<file path="config.mk">
export PLATFORM = sky130hd
export DESIGN_NAME = seg7_scan_driver
export DESIGN_NICKNAME = d
export VERILOG_FILES = /design/src/rtl/seg7_pkg.sv /design/src/rtl/hex_to_seg7.sv /design/src/rtl/seg7_scan_driver.sv
export SDC_FILE = /design/constraint.sdc
export NUM_CORES = 1
export LEC_CHECK = 0
export CAP_MARGIN = 20
export CORE_ASPECT_RATIO = 0.9
export CORE_MARGIN = 1
export CORE_UTILIZATION = 53
export DETAILED_ROUTE_END_ITERATION = 12
export PLACE_DENSITY = 0.76
export SLEW_MARGIN = 20
export SYNTH_ARGS = -nofsm -noshare
export SYNTH_HDL_FRONTEND = slang
export SYNTH_HIERARCHICAL = 1
export SYNTH_SLANG_ARGS = --single-unit
</file>
<file path="constraint.sdc">
create_clock -name clock -period 3.18 [get_ports clock]
set_clock_uncertainty 0.05 [all_clocks]
set_input_delay 0.636 -clock clock [delete_from_list [all_inputs] [get_ports clock]]
set_output_delay 0.636 -clock clock [all_outputs]
set_load 0.02 [all_outputs]
</file>
<file path="src/rtl/seg7_pkg.sv">
`default_nettype none
//============================================================================
// Module  : seg7_pkg
// Brief   : Shared types and constants for the 4-digit seven-segment
//           scan driver: FSM state encoding, hex glyph table and the
//           all-off patterns for anodes and segments.
// Rev     : 1.0  initial release
//============================================================================
package seg7_pkg;

    // Scan FSM: a digit is either being shown or all anodes are dark
    typedef enum logic [0:0] {
        SHOW  = 1'b0,
        BLANK = 1'b1
    } state_e;

    // Active-low off patterns
    localparam logic [6:0] SEG_OFF = 7'h7F;
    localparam logic [3:0] AN_OFF  = 4'hF;

    // Active-low glyphs {g,f,e,d,c,b,a}; element n is the glyph for hex n
    localparam logic [15:0][6:0] GLYPH_TABLE = {
        7'h0E, 7'h06, 7'h21, 7'h46,   // F E d C
        7'h03, 7'h08, 7'h10, 7'h00,   // b A 9 8
        7'h78, 7'h02, 7'h12, 7'h19,   // 7 6 5 4
        7'h30, 7'h24, 7'h79, 7'h40    // 3 2 1 0
    };

endpackage : seg7_pkg
`default_nettype wire

</file>
<file path="src/rtl/hex_to_seg7.sv">
`default_nettype none
//============================================================================
// Module  : hex_to_seg7
// Brief   : Combinational hex nibble to active-low seven-segment glyph.
// Rev     : 1.0  initial release
//============================================================================
module hex_to_seg7
    import seg7_pkg::*;
(
    input  logic [3:0] i_hex,
    output logic [6:0] o_seg
);

    assign o_seg = GLYPH_TABLE[i_hex];

endmodule : hex_to_seg7
`default_nettype wire

</file>
<file path="src/rtl/seg7_scan_driver.sv">
`default_nettype none
//============================================================================
// Module  : seg7_scan_driver
// Brief   : Time-multiplexed driver for a 4-digit common-anode display.
//           Each scan tick advances SHOW -> BLANK(xBLANK_TICKS) -> next
//           digit. value/dp_mask are captured once per frame so a
//           mid-frame update never mixes two values on screen.
//           Optional macro SEG7_LZ_BLANK_EN enables leading-zero blanking.
// Rev     : 1.0  initial release
//============================================================================
module seg7_scan_driver
    import seg7_pkg::*;
#(
    parameter int BLANK_TICKS = 1
) (
    input  logic        clock,
    input  logic        reset,
    input  logic        tick,
    input  logic [15:0] value,
    input  logic [3:0]  dp_mask,
    output logic [3:0]  an,
    output logic [6:0]  seg,
    output logic        dp,
    output logic        frame_done
);

    // Counter preload on SHOW -> BLANK; unused when there is no blank phase
    localparam logic [3:0] c_BLANK_LOAD = (BLANK_TICKS > 0) ? 4'(BLANK_TICKS - 1) : 4'd0;

    state_e      r_state;
    state_e      w_next_state;
    logic [1:0]  r_digit;
    logic [1:0]  w_next_digit;
    logic [3:0]  r_blank_cnt;
    logic [3:0]  w_next_cnt;
    logic [15:0] r_shadow_val;
    logic [15:0] w_next_shadow_val;
    logic [3:0]  r_shadow_dp;
    logic [3:0]  w_next_shadow_dp;
    logic        w_load;
    logic [3:0]  w_nibble;
    logic [6:0]  w_glyph;
    logic [3:0]  w_lz_off;
    logic [3:0]  w_an_next;
    logic [6:0]  w_seg_next;
    logic        w_dp_next;
    logic [3:0]  r_an;
    logic [6:0]  r_seg;
    logic        r_dp;
    logic        r_frame_done;

    // Next scan position assuming this cycle is a tick
    always_comb begin
        w_next_state = r_state;
        w_next_digit = r_digit;
        w_next_cnt   = r_blank_cnt;
        case (r_state)
            SHOW: begin
                if (BLANK_TICKS == 0) begin
                    w_next_digit = r_digit + 2'd1;
                end else begin
                    w_next_state = BLANK;
                    w_next_cnt   = c_BLANK_LOAD;
                end
            end
            BLANK: begin
                if (r_blank_cnt != 4'd0) begin
                    w_next_cnt = r_blank_cnt - 4'd1;
                end else begin
                    w_next_state = SHOW;
                    w_next_digit = r_digit + 2'd1;
                end
            end
            default: begin
                w_next_state = BLANK;
            end
        endcase
    end

    // Any transition landing on SHOW of digit 0 starts a new frame
    assign w_load            = (w_next_state == SHOW) && (w_next_digit == 2'd0);
    assign w_next_shadow_val = w_load ? value   : r_shadow_val;
    assign w_next_shadow_dp  = w_load ? dp_mask : r_shadow_dp;

    // Select the nibble of the digit about to be displayed
    always_comb begin
        w_nibble = w_next_shadow_val[3:0];
        case (w_next_digit)
            2'd0: w_nibble = w_next_shadow_val[3:0];
            2'd1: w_nibble = w_next_shadow_val[7:4];
            2'd2: w_nibble = w_next_shadow_val[11:8];
            2'd3: w_nibble = w_next_shadow_val[15:12];
            default: w_nibble = w_next_shadow_val[3:0];
        endcase
    end

    hex_to_seg7 u_hex_to_seg7 (
        .i_hex (w_nibble),
        .o_seg (w_glyph)
    );

`ifdef SEG7_LZ_BLANK_EN
    // Digit k stays dark while it and every higher nibble are zero
    assign w_lz_off[3] = (w_next_shadow_val[15:12] == 4'd0);
    assign w_lz_off[2] = (w_next_shadow_val[15:8]  == 8'd0);
    assign w_lz_off[1] = (w_next_shadow_val[15:4]  == 12'd0);
    assign w_lz_off[0] = 1'b0;
`else
    assign w_lz_off = 4'b0000;
`endif

    // Output patterns for the upcoming state
    always_comb begin
        w_an_next  = AN_OFF;
        w_seg_next = SEG_OFF;
        w_dp_next  = 1'b1;
        if (w_next_state == SHOW) begin
            w_an_next  = w_lz_off[w_next_digit] ? AN_OFF : ~(4'b0001 << w_next_digit);
            w_seg_next = w_glyph;
            w_dp_next  = ~w_next_shadow_dp[w_next_digit];
        end
    end

    // Scan state and frame shadows advance only on tick
    always_ff @(posedge clock) begin
        if (!reset) begin
            r_state      <= BLANK;
            r_digit      <= 2'd3;
            r_blank_cnt  <= 4'd0;
            r_shadow_val <= 16'd0;
            r_shadow_dp  <= 4'd0;
        end else if (tick) begin
            r_state      <= w_next_state;
            r_digit      <= w_next_digit;
            r_blank_cnt  <= w_next_cnt;
            r_shadow_val <= w_next_shadow_val;
            r_shadow_dp  <= w_next_shadow_dp;
        end
    end

    // Registered display outputs; frame_done is a single-cycle strobe
    always_ff @(posedge clock) begin
        if (!reset) begin
            r_an         <= AN_OFF;
            r_seg        <= SEG_OFF;
            r_dp         <= 1'b1;
            r_frame_done <= 1'b0;
        end else if (tick) begin
            r_an         <= w_an_next;
            r_seg        <= w_seg_next;
            r_dp         <= w_dp_next;
            r_frame_done <= w_load;
        end else begin
            r_frame_done <= 1'b0;
        end
    end

    assign an         = r_an;
    assign seg        = r_seg;
    assign dp         = r_dp;
    assign frame_done = r_frame_done;

endmodule : seg7_scan_driver
`default_nettype wire

</file>
==> impl_metrics.ini <==
[floorplan]
die-width_um = 69.1
row_count = 21
die_area_um2 = 4310
coreArea_um2 = 3810
io_pins = 36
die_h_um = 62.4
initial_core_util = 0.564

[timing]
timing.final.crit_share = 0.923
setup_viol = 0
fmax_ghz = 0.341
period_needed_ps = 2940
fin_setup_tns_ps = 0
hold_violations = 0
rsz0062_at_grt = false
layout_setup_ws_ps = 245
final_max_slew_viol_count = 0
slew_headroom = 0.604
max_slew.worst_pin.slew_ps = 590

[placed_design]
dp_cells = 316
gp_congestion = 0.913
place_ws_ps = 83.4
hpwl_mm = 3.10
portBuffers = 35

[global_route]
grt_pass1_vias = 1673
antenna_found_initial = 0
grt_max_degree = 30
grt.overflow.total = 0
grt_pass1_wl_mm = 7.69
grt.total_usage = 0.218

[clocking]
cts-root-buf = clkbuf_8
cts_buffer_depth = 2
clock_sinks = 40
cts_tree = built
holdBufCountCts = 0
htreeDepth = 2
clock_insertion_delay_worst_skew_ps = 290
post_cts_buffers = 0
cts-buffers-inserted = 5
cts.repair.resized = 0
path_clk_slew_ps = 80

[power]
powerDensity_nw_per_um2 = 1120
ir_drop_v = 0.000530
p_leak_nw = 1.04
power.total_w = 0.00297

[logic_synthesis]
synth.area.top_cells = dfxtp_1 37%, mux2i_1 10%, o21ai_0 5.4%
synth.top_cell.area_share = 0.373
ys_async_sr_fraction = 0
yosysTopAreaCell = dfxtp_1
ys_seq_area_frac = 0.373
synth.avg_cell_area_um2 = 8.91
synthFlopType = dfxtp_1
ys_seq_elements = 40
syn-cell-area_um2 = 2150
syn-num-nets = 272
synth_edf_count = 0
yosysUniqueCellTypes = 43
synth-warning-count = 6
syn_inst = 241

[layout]
final_common_cell = dfxtp_1
final_cells = 324
areaGrowthSynthToFinish_pct = 23.6
final_nets = 308
drive_gt1_frac = 0.112
final_util = 0.697
fillers = 316
layout_common_cells = 40 x dfxtp_1, 35 x clkdlybuf4s50_1, 23 x o21ai_0
diodes = 0

[min_path]
hold_path_class = reg2reg
hp-start = an[3]$_SDFFE_PN1P_

[routing]
drc = 0
wl_mm = 4.39
ant_nets = 0
vias = 1818
wire_per_inst_um = 13.6
drt_iter0_drc = 121
firstDrtPassIters = 4
drt-vias-per-instance = 5.61

[worst_setup_path]
crit_fanout = 15
crit_path_end_kind = register
critPathLaunch = r_blank_cnt[0]$_SDFFE_PN0P_
cp.required_ps = 3310
path_class = reg2reg
cp-start-kind = register
r2r_start = r_blank_cnt[0]$_SDFFE_PN0P_
arrival_ps = 3060

[status]
status = finished, final reports clean

[job]
max_cap_viol_count = 0
## layer usage
metal,part of all wire,track usage
met3,0.049,0.0484
met1,0.48,0.289
met2,0.45,0.347
met4,0.012,0.0842
met5,0,0
## cell usage after synthesis, types with 2 or more instances
library cell and number:
a31oi_1 3, mux2i_1 22, dfxtp_1 40, nor2b_1 12
o21ai_0 23, and2_1 2, clkbuf_1 8, nor3_1 4
buf_2 9, o21ai_1 6, nand4b_1 2, buf_6 2
a21boi_1 12, nand3_1 2, mux2_2 4, a21boi_0 3
inv_1 6, a22o_1 2, ha_1 8, nand2_1 21
a21oi_1 2, nor3b_1 7, nand4_1 2, or3_1 2
nand3b_1 3, nor2_1 17
## cell families after synthesis
group	count (synthesis)	share of synthesized area
buffers and inverters	26	0.0577
AO/OA/AOI/OAI	59	0.174
multiplexers	27	0.136
adder cells (fa/ha/maj)	8	0.0466
XOR/XNOR	2	0.0117
AND/OR/NAND/NOR	79	0.202
flip-flops	40	0.373
## through the flow
| step | instance area [um^2] | hold slack, ps |
|---|---|---|
| after floorplan | 2150 | 388 |
| after global placement | 2560 | 393 |
| final | 2660 | 414 |
| after global routing | 2660 | 432 |
| after CTS | 2650 | 422 |
| after detailed placement | 2560 | 404 |
## critical path, stage by stage, from the launching register on
cell      delay (ps)
dfxtp_1          320
inv_1             80
ha_1             240
and4bb_4         400
xnor2_2          150
o21ai_1          300
inv_1            150
ha_1             300
inv_1             50
mux4_1           480
nor3b_1          200
o21ai_0          100
## where the power goes
| group | switching [W] | total, W | internal [W] |
|---|---|---|---|
| Sequential | 0.000113 | 0.000775 | 0.000661 |
| Clock | 0.000172 | 0.000345 | 0.000173 |
| Combinational | 0.000999 | 0.00185 | 0.000849 |
| Total | 0.00128 | 0.00297 | 0.00168 |
## sequential cells by signal, indices dropped and copies added, names as in the netlist
register and count:
an 4, r_digit 2, r_shadow_val 16, r_state 1, r_shadow_dp 4, r_blank_cnt 4, seg 7, frame_done 1
dp 1
## worst paths after layout
path / endpoint / slack (ps) / cells after the start
worst min-delay path: an[3]$_SDFFE_PN1P_ / 410 / 2
worst min register to register: an[3]$_SDFFE_PN1P_ / 410 / 2
worst max register to register: seg[3]$_SDFFE_PN1P_ / 240 / 11
worst max-delay path: seg[3]$_SDFFE_PN1P_ / 240 / 11
## final cells by class
class,count,area [um^2],share of cell area
multi-input combinational,175,1230,0.462
sequential,40,801,0.301
timing repair buffer,49,455,0.171
clock buffer,6,82.6,0.0311
tap,46,57.6,0.0217
inverter,6,22.5,0.00848
clock inverter,2,10.0,0.00377
No activity file was read; power rests on OpenSTA's default activity.
==> variant 1, RTL diff (same flow settings) <==
Register the output `seg` once more, with the module's reset; this adds one clock of latency there. The other outputs are not delayed to match.
--- a/src/rtl/seg7_scan_driver.sv
+++ b/src/rtl/seg7_scan_driver.sv
@@ -158,3 +158,9 @@
     assign an         = r_an;
-    assign seg        = r_seg;
+    always_ff @(posedge clock) begin
+        if (!reset) begin
+            seg <= '0;
+        end else begin
+            seg <= r_seg;
+        end
+    end
     assign dp         = r_dp;
Formal check against the unedited RTL: not equivalent (a bounded check fails within 4 cycles, from zero or initial values and one cycle with reset low).
==> variant 1 against the original RTL <==
Design area up 8.5%. Global-route usage up 1.4 points. Routed wire length up 17%. Synthesized area up 13%. Worst setup slack better by 69 ps. Sequential cell count up 6. Critical path type unchanged. Sequential share of layout area up 1.8 points. Total power up 23%.
==> variant 1: results (changes against the original RTL) <==
[finish]
drive_gt1_frac=0.101  ; -0.0101
fillers=402  ; +27%
antenna_cells=0  ; unchanged
top_regs=r_shadow_val (16), r_seg (7), seg (7)
num-nets-final=316  ; +2.6%
area_growth_pct=18.4
fin_cells=348  ; +7.4%

[global_routing]
grtUsageMet1=0.296  ; +0.00642
grt_max_degree=39  ; +30%
use_met3=0.0518  ; +0.00344
grt_pass1_wl_um=8720  ; +13%
grt_pass1_vias=1847  ; +10%
antenna_found_initial=0  ; unchanged
use_met2=0.383  ; +0.0359
track_usage=0.233  ; +0.0143

[route]
met2_length_um=2430  ; +22%
wl_met3_um=241  ; +12%
drt_pass1_iterations=4  ; unchanged
via_count=2044  ; +12%
wl_um=5140  ; +17%
wl_met1_um=2390  ; +12%
top_layer_used=met4
drtIter0Drc=119  ; -1.7%

[critical_path]
cp_max_fo=10  ; -5
worstRegToRegCells=11  ; unchanged
crit_arrival_ps=3000  ; -60 ps

[cts]
clock_latency_ps=300
clk_pin_slew_ps=80  ; about the same
cts_max_path_buffers=2  ; unchanged
clock_tree.root_cell=clkbuf_8
htreeDepth=2  ; unchanged

[worst_hold_path]
worst_hold_path.num_cells=1  ; -1
hold_class=reg -> reg

[pwr]
peakVddDrop_mv=0.635  ; +20%
leakage_nw=1.10  ; +5.6%
p_int_mw=2.00  ; +19%

[placed_design]
post_dp_cell_area_um2=2740  ; +6.9%
place_ws_ps=-57.1  ; -141 ps
place_congestion=0.823  ; -9.8%
place_inst=340  ; +7.6%
hpwl_um=3310  ; +7.0%

[logic_synthesis]
syn-num-nets=294  ; +8.1%
syn_inst=263  ; +9.1%
synthTopCellsByArea=dfxtp_1 38%, o31ai_1 5.9%, mux4_2 5.5%
ys_seq_area_frac=0.378  ; +0.00547
synth_common_cells=46 x dfxtp_1, 29 x nor2_1, 24 x a21oi_1, 21 x nand4_1, 19 x o31ai_1
synth_enable_flop_cells=0  ; unchanged
synthDistinctLibCells=37  ; -14%

[status]
status=completed

[timing]
relSlewSlack=0.491  ; -0.113

-- variant 1: logic make-up after synthesis --
kind of cell               share of synthesized area
AOI/OAI and AO/OA                              0.176
adders and majority gates                     0.0411
buffers and inverters                         0.0915
DFF                                            0.378
muxes                                          0.120
and+or+nand+nor                                0.193
-- variant 1: repair_timing --
action | in CTS | in global routing
endpoints found under the setup margin | 0 | 2
resized for setup | 0 | 1
hold buffers | 0 | 0
setup buffers | 0 | 0
-- variant 1: path summary, 6_finish.rpt --
check	start	end	slack, ps
setup / recovery	r_blank_cnt[0]	r_seg[3]	310
hold reg to reg	r_seg[3]	seg[3]	410
hold / removal	r_seg[3]	seg[3]	410
setup reg to reg	r_blank_cnt[0]	r_seg[3]	310
-- variant 1: layout make-up --
| cell class | count | share of cell area |
|---|---|---|
| Multi-Input combinational cell | 180 | 0.449 |
| Sequential cell | 46 | 0.319 |
| Timing Repair Buffer | 44 | 0.145 |
| Clock buffer | 6 | 0.0286 |
| Tap cell | 62 | 0.0269 |
| Clock inverter | 2 | 0.0208 |
| Inverter | 8 | 0.0104 |
-- variant 1: critical path, stage by stage (launching register included) --
cell and delay (ps):
dfxtp_1 340, inv_1 90, ha_1 200, and4bb_1 450, nor2_1 90, nor2_1 280
inv_1 170, ha_1 310, inv_1 50, mux4_1 470, nor3_1 180, o21ai_1 70
-- variant 1: power by group through the flow --
| stage | combinational (mW) | clock [mW] | sequential (mW) |
|---|---|---|---|
| global placement | 2.17 | 0 | 0.872 |
| detailed placement | 2.21 | 0 | 0.878 |
| global route | 2.49 | 0.570 | 0.890 |
| floorplan | 1.96 | 0 | 0.876 |
| CTS | 2.22 | 0.540 | 0.867 |
| finish | 2.24 | 0.530 | 0.867 |
==> variant 2, RTL diff (same settings) <==
Made on the original files. Change the parameter `BLANK_TICKS` from 1 to 0.
--- a/src/rtl/seg7_scan_driver.sv
+++ b/src/rtl/seg7_scan_driver.sv
@@ -13,3 +13,3 @@
 #(
-    parameter int BLANK_TICKS = 1
+    parameter int BLANK_TICKS = 0
 ) (
Function: changed (Yosys sat finds a counterexample within 4 cycles, from zero or initial values and one cycle with reset low).
==> variant 2 against the original RTL <==
Count of clock-buffer cells in the layout unchanged. Sequential cell count down 1. Maximum frequency down 2.3%. Via count up 15%. First-iteration DRC count up 83%. Routed wire length up 21%. Worst setup slack worse by 68 ps. Synthesized area up 2.9%. Design area up 3.8%.
Power is not compared: it rests on default switching activity, and its combinational part moved more than twofold at a synthesized area within 25%.
==> variant 2: results (changes against the original RTL) <==
[route]
via_count=2094  ; +15%
met2_length_um=2440  ; +23%
wl_met3_um=373  ; +73%
wl_um=5320  ; +21%
wl_met1_um=2460  ; +15%
drtIter0Drc=222  ; +83%

[global_routing]
use_met2=0.422  ; +0.0748
grtUsageMet1=0.333  ; +0.0438
grt_pass1_vias=1925  ; +15%
grt_pass1_wl_um=8900  ; +16%
track_usage=0.256  ; +0.0381
grt_max_degree=40  ; +33%
use_met3=0.0688  ; +0.0204

[finish]
largest_reg_flops=16  ; unchanged
regArea_um2=781  ; -2.5%
buffer_area_frac=0.168  ; -0.00350
seq_cells=39  ; -2.5%
multi_input_area_um2=1300  ; +6.2%
area_share_clock_buf_inv=0.0427  ; +0.00781
nMultiInputCombCells=202  ; +15%
fillers=322  ; +1.9%
buffers_excl_clock=50  ; +2.0%
nonClockInverterCount=9  ; +3
clkbuf_count=6  ; unchanged
num-nets-final=338  ; +9.7%
drive_gt1_frac=0.123  ; +0.0119

[critical_path]
cpMaxStageDelayCell=dfxtp_1
slowest_delay_ps=370  ; -110 ps
r2r-start=r_blank_cnt[0]
crit_arrival_ps=3120  ; +60 ps
worstRegToRegCells=12  ; +1
path_class=reg -> reg
cp_top_family=simple AND/OR/NAND/NOR gates
cp_max_fo=7  ; -8

[pwr]
swShare=0.284

[logic_synthesis]
syn-num-nets=307  ; +13%
synth_common_cells=39 x dfxtp_1, 33 x o21ai_0, 30 x nand2_1, 25 x nor2_1, 24 x nand3_1
synthDistinctLibCells=50  ; +16%
synth_area_um2=2210  ; +2.9%
synthMuxAreaShare=0.0679  ; -0.0678
synth_fa_ha_area_frac=0.0453  ; -0.00132
ys_seq_area_frac=0.353  ; -0.0196
synthTopCellsByArea=dfxtp_1 35%, o21ai_0 7.5%, nand3_1 5.4%
synth-xor-area-share=0.0119  ; +0.000236
synth_compound_area_frac=0.213  ; +0.0392

[placed_design]
post_dp_cell_area_um2=2600  ; +1.5%
place_ws_ps=-26.0  ; -109 ps
place_congestion=0.874  ; -4.2%
hpwl_um=3680  ; +19%

[cts]
clock_tree.root_cell=clkbuf_8

[worst_hold_path]
worstHoldStart=r_shadow_val[1]

[status]
status=completed

[timing]
relSlewSlack=0.674  ; +0.0701

## variant 2: cell count changes in the layout (fill, tap and decap cells not counted), sizes merged, moves of 4 or more
cell    change
nand3      +22
a21boi     -15
mux2i      -13
nor2b      -11
nand2       +9
nor2        +7
o21ai       +6
a21o        +5
and3        +4
o211ai      +4
o311ai      +4
## variant 2: worst paths after layout
kind                            slack [ps]               to
worst max-delay path                   180           seg[2]
worst min-delay path                   420  r_shadow_val[1]
worst max register to register         180           seg[2]
worst min register to register         420  r_shadow_val[1]
## variant 2: through the flow
step	instances	TNS (ps)	utilization
floorplan	276	0	-
global placement	344	0	0.672
detailed placement	344	-26.0	0.672
CTS	352	0	0.705
global route	354	0	0.714
finish	354	0	0.714
## variant 2: repair_timing
action                                  CTS  global route
setup buffers                             0             1
cloned                                    0             1
endpoints found under the setup margin    1             6
gates resized for setup                   1             4
pin swaps                                 0             1
hold buffers                              0             0
